<file path="config.mk">
export PLATFORM = sky130hd
export DESIGN_NAME = counter_write_control
export DESIGN_NICKNAME = d
export VERILOG_FILES = /design/src/rtl/counter_write_control.sv
export SDC_FILE = /design/constraint.sdc
export NUM_CORES = 1
export LEC_CHECK = 0
export ABC_CLOCK_PERIOD_IN_PS = 7900
export BUFFER_PORTS_ARGS = -buffer_cell sky130_fd_sc_hd__clkbuf_2
export CAP_MARGIN = 15
export CORE_ASPECT_RATIO = 0.7
export CORE_UTILIZATION = 61
export CTS_CLUSTER_SIZE = 25
export DETAILED_ROUTE_END_ITERATION = 7
export HOLD_SLACK_MARGIN = 0.1
export PLACE_DENSITY = 0.86
export SKIP_CTS_REPAIR_TIMING = 1
export SYNTH_ARGS = -nofsm -noshare
export SYNTH_HDL_FRONTEND = slang
export SYNTH_HIERARCHICAL = 1
export SYNTH_SLANG_ARGS = --single-unit
</file>
<file path="constraint.sdc">
create_clock -name clk -period 7.9 [get_ports clk]
set_input_delay 0.395 -clock clk [delete_from_list [all_inputs] [get_ports clk]]
set_output_delay 0.395 -clock clk [all_outputs]
set_load 0.05 [all_outputs]
</file>
<file path="src/rtl/counter_write_control.sv">
// counter_write_control: owns the L2 / I-cache / D-cache hit and miss
// counters. Each counter increments on its per-cycle event pulse. A CPU store
// into the counter window clears or presets a counter through a three-state
// IDLE -> COMMIT -> DONE handshake.
// Counter order: l2_miss, l2_hit, icache_miss, icache_hit, dcache_miss,
// dcache_hit.
// Optional build macro PERF_COUNTER_SATURATE_EN makes counters saturate at
// 16'hFFFF. Without it, counters wrap modulo 2^16.

// One counter lane: byte-masked store write, or an increment.
module counter_write_control_lane (
  input  logic        clk,
  input  logic        reset,
  input  logic        inc,
  input  logic        wr_en,
  input  logic [15:0] wr_data,
  input  logic [1:0]  wr_be,
  output logic [15:0] cnt
);
  // A store to this lane wins over the increment in the same cycle.
  always_ff @(posedge clk or posedge reset) begin
    if (reset) begin
      cnt <= '0;
    end else if (wr_en) begin
      cnt <= {wr_be[1] ? wr_data[15:8] : cnt[15:8],
              wr_be[0] ? wr_data[7:0]  : cnt[7:0]};
    end else if (inc) begin
`ifdef PERF_COUNTER_SATURATE_EN
      if (cnt != 16'hFFFF) cnt <= cnt + 16'd1;
`else
      cnt <= cnt + 16'd1;
`endif
    end
  end
endmodule

module counter_write_control #(
  parameter logic [15:0] BASE_ADDR = 16'hFFF0,
  parameter int          NUM_CNT   = 6,
  parameter int          WINDOW    = 16
) (
  input  logic                  clk,
  input  logic                  reset,
  input  logic [15:0]           mem_address,
  input  logic                  mem_write,
  input  logic [15:0]           mem_wdata,
  input  logic [1:0]            mem_byte_enable,
  input  logic [NUM_CNT-1:0]    inc,
  output logic                  counter_write_sel,
  output logic                  mem_resp,
  output logic [16*NUM_CNT-1:0] count
);
  typedef enum logic [1:0] {IDLE, COMMIT, DONE} state_t;

  // The window end is computed in 17 bits because the default window ends
  // exactly at the top of the 16-bit address space.
  localparam logic [16:0] WIN_LO = {1'b0, BASE_ADDR};
  localparam logic [16:0] WIN_HI = WIN_LO + 17'(WINDOW);

  state_t                   state_q, state_d;
  logic [15:0]              offset_q;
  logic [15:0]              wdata_q;
  logic [1:0]               be_q;
  logic [NUM_CNT-1:0][15:0] cnt_arr;

  // Window decode: combinational on the address and mem_write only.
  always_comb begin
    counter_write_sel = mem_write &&
                        ({1'b0, mem_address} >= WIN_LO) &&
                        ({1'b0, mem_address} <  WIN_HI);
  end

  // State register plus the store capture taken when a request is accepted.
  always_ff @(posedge clk or posedge reset) begin
    if (reset) begin
      state_q  <= IDLE;
      offset_q <= '0;
      wdata_q  <= '0;
      be_q     <= '0;
    end else begin
      state_q <= state_d;
      if (state_q == IDLE && counter_write_sel) begin
        offset_q <= mem_address - BASE_ADDR;
        wdata_q  <= mem_wdata;
        be_q     <= mem_byte_enable;
      end
    end
  end

  // Next state and the ack. DONE burns one cycle so a mem_write still held
  // high after the ack is not taken as a second request.
  always_comb begin
    state_d  = state_q;
    mem_resp = 1'b0;
    case (state_q)
      IDLE:    if (counter_write_sel) state_d = COMMIT;
      COMMIT: begin
        mem_resp = 1'b1;
        state_d  = DONE;
      end
      DONE:    state_d = IDLE;
      default: state_d = IDLE;
    endcase
  end

  // One lane per counter. An offset at or above NUM_CNT matches no lane, so
  // the store is acked and its data dropped. With be=00 no byte is written,
  // so that cycle's increment is kept.
  for (genvar k = 0; k < NUM_CNT; k++) begin : g_lane
    counter_write_control_lane u_lane (
      .clk     (clk),
      .reset   (reset),
      .inc     (inc[k]),
      .wr_en   ((state_q == COMMIT) && (offset_q == 16'(k)) && (|be_q)),
      .wr_data (wdata_q),
      .wr_be   (be_q),
      .cnt     (cnt_arr[k])
    );
  end

  assign count = cnt_arr;
endmodule

</file>
=== Word-level counts from Yosys, hierarchy flattened ===
Cells that the tools add are included.

* Register bits: 132
* Output and inout bits: 98
* Logic and storage cells: 95

* $add $sub $neg: 7
* $lt $le $gt $ge: 1
* Eq/ne operators: 19
* Muxes and demuxes: 17
* Reduce and logical (&&, ||, !) cells: 35

{| class="wikitable"
|+ Operator list
! operator !! count
|-
| two-way mux 16 bit || 12
|-
| adder 16 x 1 -> 16 bit (second input constant) || 6
|-
| == test 16 x 2 -> 1 bit (second input constant) || 2
|-
| == test 16 x 3 -> 1 bit (second input constant) || 2
|-
| != test 2 bit (second input constant) || 13
|-
| AND reduction 2 bit || 12
|-
| == test 16 x 1 -> 1 bit (second input constant) || 1
|-
| greater-or-equal comparator 16 bit (second input constant) || 1
|-
| zero test 16 bit || 1
|-
| two-way mux 8 bit || 2
|-
| subtractor 16 bit (second input constant) || 1
|-
| logical AND 1 bit || 14
|-
| nonzero test 2 bit || 6
|-
| case mux 2 bit (2 select lines) || 1
|-
| == test 2 x 1 -> 1 bit (second input constant) || 1
|-
| zero test 2 bit || 1
|-
| two-way mux 2 bit || 1
|-
| OR reduction 2 bit || 1
|-
| two-way mux 1 bit || 1
|}

=== Depth between registers and ports, before layout ===
Gate-level depths: netlist (run 1).

* Word-level depth: 5
* Depth in mapped cells: 8

=== Cells and area by module ===
The synthesis (run 1) kept the hierarchy.

{| class="wikitable"
|+ By module, submodules not included
! module !! instances !! cells each !! area an instance (um^2) !! seq. area each (um^2)
|-
| counter_write_control_lane || 6 || 108 || 1008.5 || 400.4
|-
| counter_write_control || 1 || 115 || 1649.1 || 900.9
|}

=== Least setup slack after synthesis (run 1) ===
Ideal clock, no wire load.

* Path type: reg-to-reg
* Start: reg be_q[0]
* End: reg g_lane[5].u_lane.cnt[10]
* Setup time: 0.126 ns
* Arrival time: 2.707 ns
* Required time: 7.774 ns
* Slack: 5.067 ns
* Stages on the path, launching flop included: 7
* Path through: dfrtp_1 o211ai_1 nor4_1 nand4b_1 or2_2 nor2_1 o32a_1

* Word-level cells in the longest chain between the ends: 4
* Elaborated cells between the ends (all ways): 6

{| class="wikitable"
|+ RTL lines
! what !! RTL line !! RTL
|-
| start: declaration || 63 || <nowiki>logic [1:0] be_q;</nowiki>
|-
| start signal: assignment || 85 || <nowiki>be_q <= mem_byte_enable;</nowiki>
|-
| OR reduction 2 bit * || 114 || <nowiki>.wr_en ((state_q == COMMIT) && (offset_q == 16'(k)) && (|be_q)),</nowiki>
|-
| logical AND 1 bit * || 114 ||
|-
| != test 2 bit (no line) / nonzero test 2 bit (equally long branches) || - ||
|-
| AND reduction 2 bit (no line) || - ||
|-
| end signal: assignment || 25 || <nowiki>cnt <= {wr_be[1] ? wr_data[15:8] : cnt[15:8],</nowiki>
|-
| end signal: assignment || 31 || <nowiki>cnt <= cnt + 16'd1;</nowiki>
|-
| end: declaration || 18 || <nowiki>output logic [15:0] cnt</nowiki>
|}

Every way passes the cells marked *; elsewhere a longest branch is shown, timed or not.
A chain may end at the register's enable or synchronous reset.

=== Worst setup path after layout (run 1) ===
* Start: reg offset_q[8]
* End: reg g_lane[4].u_lane.cnt[14]

* Word-level cells in the longest chain between the ends: 5
* Elaborated cells between the ends (all ways): 7

{| class="wikitable"
|+ RTL lines
! what !! RTL line !! RTL
|-
| start: declaration || 61 || <nowiki>logic [15:0] offset_q;</nowiki>
|-
| start signal: assignment || 83 || <nowiki>offset_q <= mem_address - BASE_ADDR;</nowiki>
|-
| == test 16 x 3 -> 1 bit * || 114 ||
|-
| logical AND 1 bit * (2 in a row) || 114 ||
|-
| != test 2 bit (no line) / nonzero test 2 bit (equally long branches) || - ||
|-
| AND reduction 2 bit (no line) || - ||
|-
| end signal: assignment || 25 ||
|-
| end signal: assignment || 31 ||
|-
| end: declaration || 18 ||
|}

Marked as above.

==> results of run 1 <==
==> cell type report <==
type	instances	share of cell area
clock buffers	24	0.05590
clock inverters	8	0.01832
inverters	10	0.004101
multi-input cells	593	0.4543
flip-flops and latches	132	0.3609
well taps	157	0.02146
repair buffers	150	0.08502
==> cell families after synthesis <==
group,count (synthesis),synth area share
AOI/OAI and AO/OA,164,0.1713
DFF,132,0.4290
adders and majority gates,7,0.01137
muxes,38,0.06321
and+or+nand+nor,377,0.2821
buffers and inverters,38,0.03510
xor gates and xnor gates,7,0.007962
==> how the worst max path moves through the flow <==
stage                            start                       end  depth (start not counted)
after floorplan                be_q[0]  g_lane[5].u_lane/cnt[10]                          6
after CTS                  offset_q[7]  g_lane[4].u_lane/cnt[14]                          8
final                      offset_q[8]  g_lane[4].u_lane/cnt[14]                          8
after global placement    offset_q[11]  g_lane[5].u_lane/cnt[10]                          8
after detailed placement   offset_q[5]  g_lane[4].u_lane/cnt[12]                          8
after global routing       offset_q[7]  g_lane[4].u_lane/cnt[15]                          7
==> Yosys cell counts (13+ instances only) <==
cell	n
sky130_fd_sc_hd__a311oi_1	18
sky130_fd_sc_hd__nor3_1	28
sky130_fd_sc_hd__a21oi_1	24
sky130_fd_sc_hd__mux2_4	20
sky130_fd_sc_hd__a211oi_1	42
sky130_fd_sc_hd__dfrtp_1	132
sky130_fd_sc_hd__mux2i_1	13
sky130_fd_sc_hd__o211ai_1	13
sky130_fd_sc_hd__nand2_1	22
sky130_fd_sc_hd__nor2_1	111
sky130_fd_sc_hd__nor2b_1	19
sky130_fd_sc_hd__nand4_1	38
sky130_fd_sc_hd__nand3_1	57
==> state kept, by name, summed over array words and instances (netlist names) <==
signal	flops
wdata_q	16
offset_q	16
state_q	2
g_lane.u_lane/cnt	96
be_q	2
==> through the flow <==
stage / setup slack, ns / instance area [sq um] / instances / hold slack [ns] / util
final: 5.205 / 9154 / 1074 / 0.2068 / 0.7618
after detailed placement: 5.367 / 8464 / 1041 / 0.4208 / 0.7045
after global placement: 5.498 / 8464 / 1041 / 0.4076 / 0.7045
after floorplan: 5.067 / 7700 / 763 / 0.3087 / -
after global routing: 5.085 / 9154 / 1074 / 0.1972 / 0.7618
after CTS: 5.276 / 9144 / 1073 / -0.02026 / 0.7610
==> metal layers <==
| metal | global-route usage | part of all wire |
|---|---|---|
| met2 | 0.5677 | 0.43 |
| met3 | 0.1153 | 0.13 |
| met1 | 0.5342 | 0.40 |
| met4 | 0.2009 | 0.045 |
| met5 | 0 | 0 |
==> report_power, final <==
group / leakage [uW] / internal (uW) / switching, uW
Clock: 0.000332 / 610 / 294
Combinational: 0.00206 / 271 / 673
Sequential: 0.00172 / 798 / 248
==> layout by cell type, fill, tap and decap left out, types with 10 or more instances in the layout <==
| master | Yosys | layout |
|---|---|---|
| sky130_fd_sc_hd__inv_1 | 10 | 10 |
| sky130_fd_sc_hd__nor2b_1 | 19 | 19 |
| sky130_fd_sc_hd__nand2_1 | 22 | 22 |
| sky130_fd_sc_hd__o32a_1 | 12 | 12 |
| sky130_fd_sc_hd__o211ai_1 | 13 | 13 |
| sky130_fd_sc_hd__mux2_4 | 20 | 20 |
| sky130_fd_sc_hd__clkbuf_16 | 0 | 17 |
| sky130_fd_sc_hd__mux2i_1 | 13 | 13 |
| sky130_fd_sc_hd__a21oi_1 | 24 | 24 |
| sky130_fd_sc_hd__dfrtp_1 | 132 | 132 |
| sky130_fd_sc_hd__a211oi_1 | 42 | 42 |
| sky130_fd_sc_hd__nand3_1 | 57 | 57 |
| sky130_fd_sc_hd__nor4_1 | 12 | 10 |
| sky130_fd_sc_hd__o32ai_1 | 12 | 12 |
| sky130_fd_sc_hd__a311oi_1 | 18 | 18 |
| sky130_fd_sc_hd__and2_1 | 12 | 12 |
| sky130_fd_sc_hd__nor2_1 | 111 | 111 |
| sky130_fd_sc_hd__o221a_2 | 12 | 12 |
| sky130_fd_sc_hd__nand4_1 | 38 | 38 |
| sky130_fd_sc_hd__nor3_1 | 28 | 24 |
| sky130_fd_sc_hd__clkbuf_2 | 6 | 140 |
==> flow_summary.yaml, run 1 <==
setup_path:
  r2r_cells: 8
  worst_setup_sp_type: "register"
  r2r_slack_ns: 5.21
  critical-path-top-delay-family: "simple AND/OR/NAND/NOR gates"
  critPathMaxStageDelay_ns: 0.51
  setup.worst_path.end_class: "register"
  cp_data_required_time_ns: 8.19
  worst-path-buf-inv: 1
  crit_fanout: 25
  cp_cell_sequence: "nor4_1 > nand2_1 > nor4_2 > buf_4 > nor2b_1 > o32ai_1 > a41o_1 > nor2_1"
  worstPathArrival_ns: 2.99
  worst-setup-path-type: "register to register"
  crit_path_top_delay_cell: "sky130_fd_sc_hd__nor4_1"
  regToRegStartpoint: "offset_q[8]"
  rr_endpoint: "g_lane[4].u_lane/cnt[14]"
global_route:
  grt_use_total: 0.3921
  grt_pass1_wl_um: 38380
  maximum_number_of_pins_on_one_net_before_global_route_repair: 44
  number_of_global_route_vias_before_repair: 7314
  antenna_found_initial: 0
  overflow: 0
yosys:
  synthesis.instances: 763
  synth-seq-area-share: 0.4290
  async_reset_ff_frac: 1.000
  synthesized_area_sq_um: 7700
  yosysTopAreaCell: "sky130_fd_sc_hd__dfrtp_1"
  netlist_top_cells_area: "sky130_fd_sc_hd__dfrtp_1 43%, sky130_fd_sc_hd__nor2_1 5.4%, sky130_fd_sc_hd__a211oi_1 4.1%"
  yosysTopAreaCellShare: 0.4290
  synth_cell_type_count: 49
  postSynth.topFlopCell: "sky130_fd_sc_hd__dfrtp_1"
  syn-mean-instance-area_sq_um: 10.09
  synth_enable_flop_cells: 0
  net_count_after_synthesis: 813
  flop_and_latch_count_out_of_synthesis: 132
  ys_warn_count: 6
layout:
  seq_area_sq_um: 3303
  multi_input_area_sq_um: 4159
  nFillCells: 808
  design.final.nets: 954
  area.growth.synth_to_final_pct: 18.88
  layout-drive-gt1-share: 0.2912
  n_antenna_cell: 0
timing:
  finalHoldViolations: 0
  maxClockFrequency_ghz: 0.3711
  period_needed_ns: 2.695
  min_period_over_period: 0.3411
  fin_skew_ns: 0.009939
  timing.final.setup_violations: 0
  drv_slew: 0
  tightestPinTransition_ns: 0.8590
  grt_setup_unrepaired: "false"
  slew-limit-headroom: 0.4262
  setup_tns_ns: 0
floorplanning:
  fp.dieArea_sq_um: 13080
  num_io_pins: 141
  core-area_sq_um: 12020
  die_width_um: 136.3
  initial_core_util: 0.6408
  fp-row-count: 33
  dieHeight_um: 96
worst_hold_path:
  min_to: "offset_q[4]"
  hold_path_startpoint: "mem_address[4]"
  hold_path.class: "input pin to register"
  timing.hold.worst_path_depth: 2
route:
  drt-vias-per-instance: 7.166
  dr_total_vias: 7696
  drt_wl_total_um: 24710
  routed_wire_length_per_instance_um: 23.01
  drtPass1Iterations: 5
  detail_route.drc_violations: 0
  drt_iter0_markers: 841
  postRouteAntennaNets: 0
power:
  cellPowerDensity_nw_per_um2: 316.1
  vdd.ir_drop.worst_mv: 0.2691
  fin_total_pwr_uw: 2894
  leakage_uw: 0.004108
placement:
  port_buffers: 140
  hpwl_reported_at_the_end_of_detailed_placement_um: 16340
  routabilityCongestion: 0.9819
outcome:
  status: "completed"
clock_tree:
  cts.clk_slew.worst_paths_ns: 0.06
  cts_num_sinks: 132
  ctsRootBufferMaster: "sky130_fd_sc_hd__clkbuf_16"
  worst_skew_pair.late_latency_ns: 0.42
  cts_tree: "done"
  tritoncts.num_buffers: 17
  ctsLongestPathBuffers: 2
  maximum_level_of_the_cts_h_tree: 4
run:
  maxCapViolations: 0
Power figures use the tool's default switching activity.
==> inputs of run 2 (changes only) <==
--- a/config.mk
+++ b/config.mk
@@ -5,15 +5,15 @@
 export SDC_FILE = /design/constraint.sdc
 export NUM_CORES = 1
 export LEC_CHECK = 0
-export ABC_CLOCK_PERIOD_IN_PS = 7900
+export ABC_CLOCK_PERIOD_IN_PS = 2700
 export BUFFER_PORTS_ARGS = -buffer_cell sky130_fd_sc_hd__clkbuf_2
 export CAP_MARGIN = 15
 export CORE_ASPECT_RATIO = 0.7
-export CORE_UTILIZATION = 61
+export CORE_UTILIZATION = 57
 export CTS_CLUSTER_SIZE = 25
 export DETAILED_ROUTE_END_ITERATION = 7
 export HOLD_SLACK_MARGIN = 0.1
-export PLACE_DENSITY = 0.86
+export PLACE_DENSITY = 0.81
 export SKIP_CTS_REPAIR_TIMING = 1
 export SYNTH_ARGS = -nofsm -noshare
 export SYNTH_HDL_FRONTEND = slang
==> constraint.sdc (replaced) <==
create_clock -name clk -period 2.7 [get_ports clk]
set_input_delay 0.135 -clock clk [delete_from_list [all_inputs] [get_ports clk]]
set_output_delay 0.135 -clock clk [all_outputs]
set_load 0.05 [all_outputs]
==> flow_summary.yaml, run 2 (synthesis results as in run 1) <==
outcome:
  status: "completed"
setup_path:
  worst-setup-path-type: "register to register"
  crit_path_top_delay_cell: "sky130_fd_sc_hd__nor4_1"
  critPathMaxStageDelay_ns: 0.45
  critical-path-top-delay-family: "simple AND/OR/NAND/NOR gates"
  r2r_cells: 7
  cp_data_required_time_ns: 3.03
  r2r_slack_ns: 0.11
  cp_cell_sequence: "nor4_1 > nand2_1 > nor4_2 > buf_12 > and4bb_4 > and4b_2 > nor3_1"
  regToRegStartpoint: "offset_q[7]"
  crit_fanout: 25
  worst-path-buf-inv: 1
  worstPathArrival_ns: 2.91
  worst_setup_sp_type: "register"
  rr_endpoint: "g_lane[5].u_lane/cnt[13]"
  setup.worst_path.end_class: "register"
placement:
  dpl_cell_area_sq_um: 8541
  hpwl_reported_at_the_end_of_detailed_placement_um: 15420
  routabilityCongestion: 0.9072
  port_buffers: 140
clock_tree:
  maximum_level_of_the_cts_h_tree: 4
  cts.clk_slew.worst_paths_ns: 0.06
  cts_num_sinks: 132
  ctsRootBufferMaster: "sky130_fd_sc_hd__clkbuf_16"
  tritoncts.num_buffers: 17
  cts_tree: "done"
  worst_skew_pair.late_latency_ns: 0.43
  ctsLongestPathBuffers: 2
global_route:
  maximum_number_of_pins_on_one_net_before_global_route_repair: 44
  grt_use_total: 0.3408
  antenna_found_initial: 1
  number_of_global_route_vias_before_repair: 6694
  overflow: 0
  grt_pass1_wl_um: 36610
route:
  drt_iter0_markers: 936
  drt_wl_total_um: 23960
  drtPass1Iterations: 6
  routed_wire_length_per_instance_um: 21.17
  dr_total_vias: 7583
  drt-vias-per-instance: 6.699
  postRouteAntennaNets: 0
  detail_route.drc_violations: 0
floorplanning:
  fp-row-count: 35
  initial_core_util: 0.5841
  core-area_sq_um: 13180
  dieHeight_um: 99.24
  fp.dieArea_sq_um: 13980
  num_io_pins: 141
  die_width_um: 140.9
layout:
  registers_with_the_highest_flip_flop_counts: "g_lane.u_lane/cnt x96, offset_q x16, wdata_q x16"
  layout-drive-gt1-share: 0.2886
  layout.cells.most_common: "sky130_fd_sc_hd__clkbuf_2"
  area.growth.synth_to_final_pct: 22.64
  mostFrequentLayoutCells: "140 x sky130_fd_sc_hd__clkbuf_2, 131 x sky130_fd_sc_hd__dfrtp_1, 111 x sky130_fd_sc_hd__nor2_1, 57 x sky130_fd_sc_hd__nand3_1, 42 x sky130_fd_sc_hd__a211oi_1"
  post-route-util: 0.7164
  largest_register: "g_lane.u_lane/cnt"
  nFillCells: 985
  seq_area_sq_um: 3304
  finalInstanceArea_sq_um: 9443
  multi_input_area_sq_um: 4161
  number_of_flip_flops_in_the_largest_register: 96
  design.final.nets: 983
timing:
  timing.final.setup_violations: 0
  fin_skew_ns: 0.01062
  min_period_over_period: 0.9579
  maxClockFrequency_ghz: 0.3866
  slew-limit-headroom: 0.4595
  finalHoldViolations: 0
  tightestPinTransition_ns: 0.8091
  grt_setup_unrepaired: "false"
  setup_tns_ns: 0
  period_needed_ns: 2.586
  drv_slew: 0
power:
  vdd.ir_drop.worst_mv: 0.7034
  cellPowerDensity_nw_per_um2: 871.5
  fin_total_pwr_uw: 8229
  power_frac_seq: 0.370
  switching_fraction: 0.4370
  clkPwrFrac: 0.292
  net_switching_power_uw: 3596
  combinational_power_share: 0.338
  leakage_uw: 0.004185
  power_report.internal_total_uw: 4633
worst_hold_path:
  timing.hold.worst_path_depth: 3
  hold_path.class: "input pin to register"
  hold_path_startpoint: "inc[3]"
  min_to: "g_lane[3].u_lane/cnt[1]"
run:
  maxCapViolations: 0
==> run 2: changes by cell type in the layout (fill, tap and decap cells not counted), sizes merged, moves of 2 or more <==
cell	previous run	this run
buf	9	12
bufinv	5	3
clkbuf	164	158
clkinv	2	5
clkinvlp	1	5
dlygate4sd3	1	27
==> run 2: worst max path at each step <==
stage | start | end | slack [ns] | cells past startpoint
finish | offset_q[7] | g_lane[5].u_lane/cnt[13] | 0.11 | 7
global route | offset_q[7] | g_lane[5].u_lane/cnt[13] | 0.0002 | 7
CTS | be_q[0] | g_lane[1].u_lane/cnt[4] | 0.1 | 7
detailed placement | be_q[0] | g_lane[1].u_lane/cnt[4] | 0.12 | 7
global placement | be_q[0] | g_lane[1].u_lane/cnt[4] | 0.21 | 7
floorplan | state_q[1] | g_lane[5].u_lane/cnt[10] | 0.03 | 7
==> run 2: power by group through the flow <==
| stage | clock network [uW] | registers [uW] | logic (uW) |
|---|---|---|---|
| 6_report | 2400 | 3050 | 2780 |
| 5_1_grt | 2520 | 3090 | 2940 |
| 4_1_cts | 2420 | 3010 | 2730 |
| 3_5_place_dp | 0 | 3030 | 2720 |
| 3_3_place_gp | 0 | 3030 | 2690 |
| 2_1_floorplan | 0 | 4100 | 896 |
==> run 2: per-stage QoR <==
| stage | instances | setup slack (ns) | hold WS [ns] |
|---|---|---|---|
| floorplan | 763 | 0.02554 | 0.04874 |
| global placement | 1071 | 0.2121 | 0.3641 |
| detailed placement | 1071 | 0.1168 | 0.3657 |
| CTS | 1103 | 0.09937 | -0.07934 |
| global route | 1132 | 0.0001623 | 0.1043 |
| finish | 1132 | 0.1136 | 0.09970 |
==> run 2: final cells by class <==
class	count	share of cell area
timing repair buffer	179	0.1150
sequential	132	0.3499
antenna	1	0.0002650
multi-input combinational	593	0.4407
clock buffer	18	0.04651
tap	185	0.02451
clock inverter	14	0.01908
inverter	10	0.003975
==> run 2: metal layers <==
layer | share of wire | track usage | vias to the layer above
met5 | 0 | 0 | -
met4 | 0.032 | 0.1137 | 0
met3 | 0.11 | 0.07655 | 80
met2 | 0.43 | 0.4872 | 513
met1 | 0.43 | 0.5101 | 3620
li1 | - | - | 3370
==> run 2: tightest hold or removal path: cells and delay by family <==
| family | cells | cell delay [ns] |
|---|---|---|
| AND/OR/NAND/NOR | 2 | 0.19 |
| buffers and inverters | 1 | 0.15 |
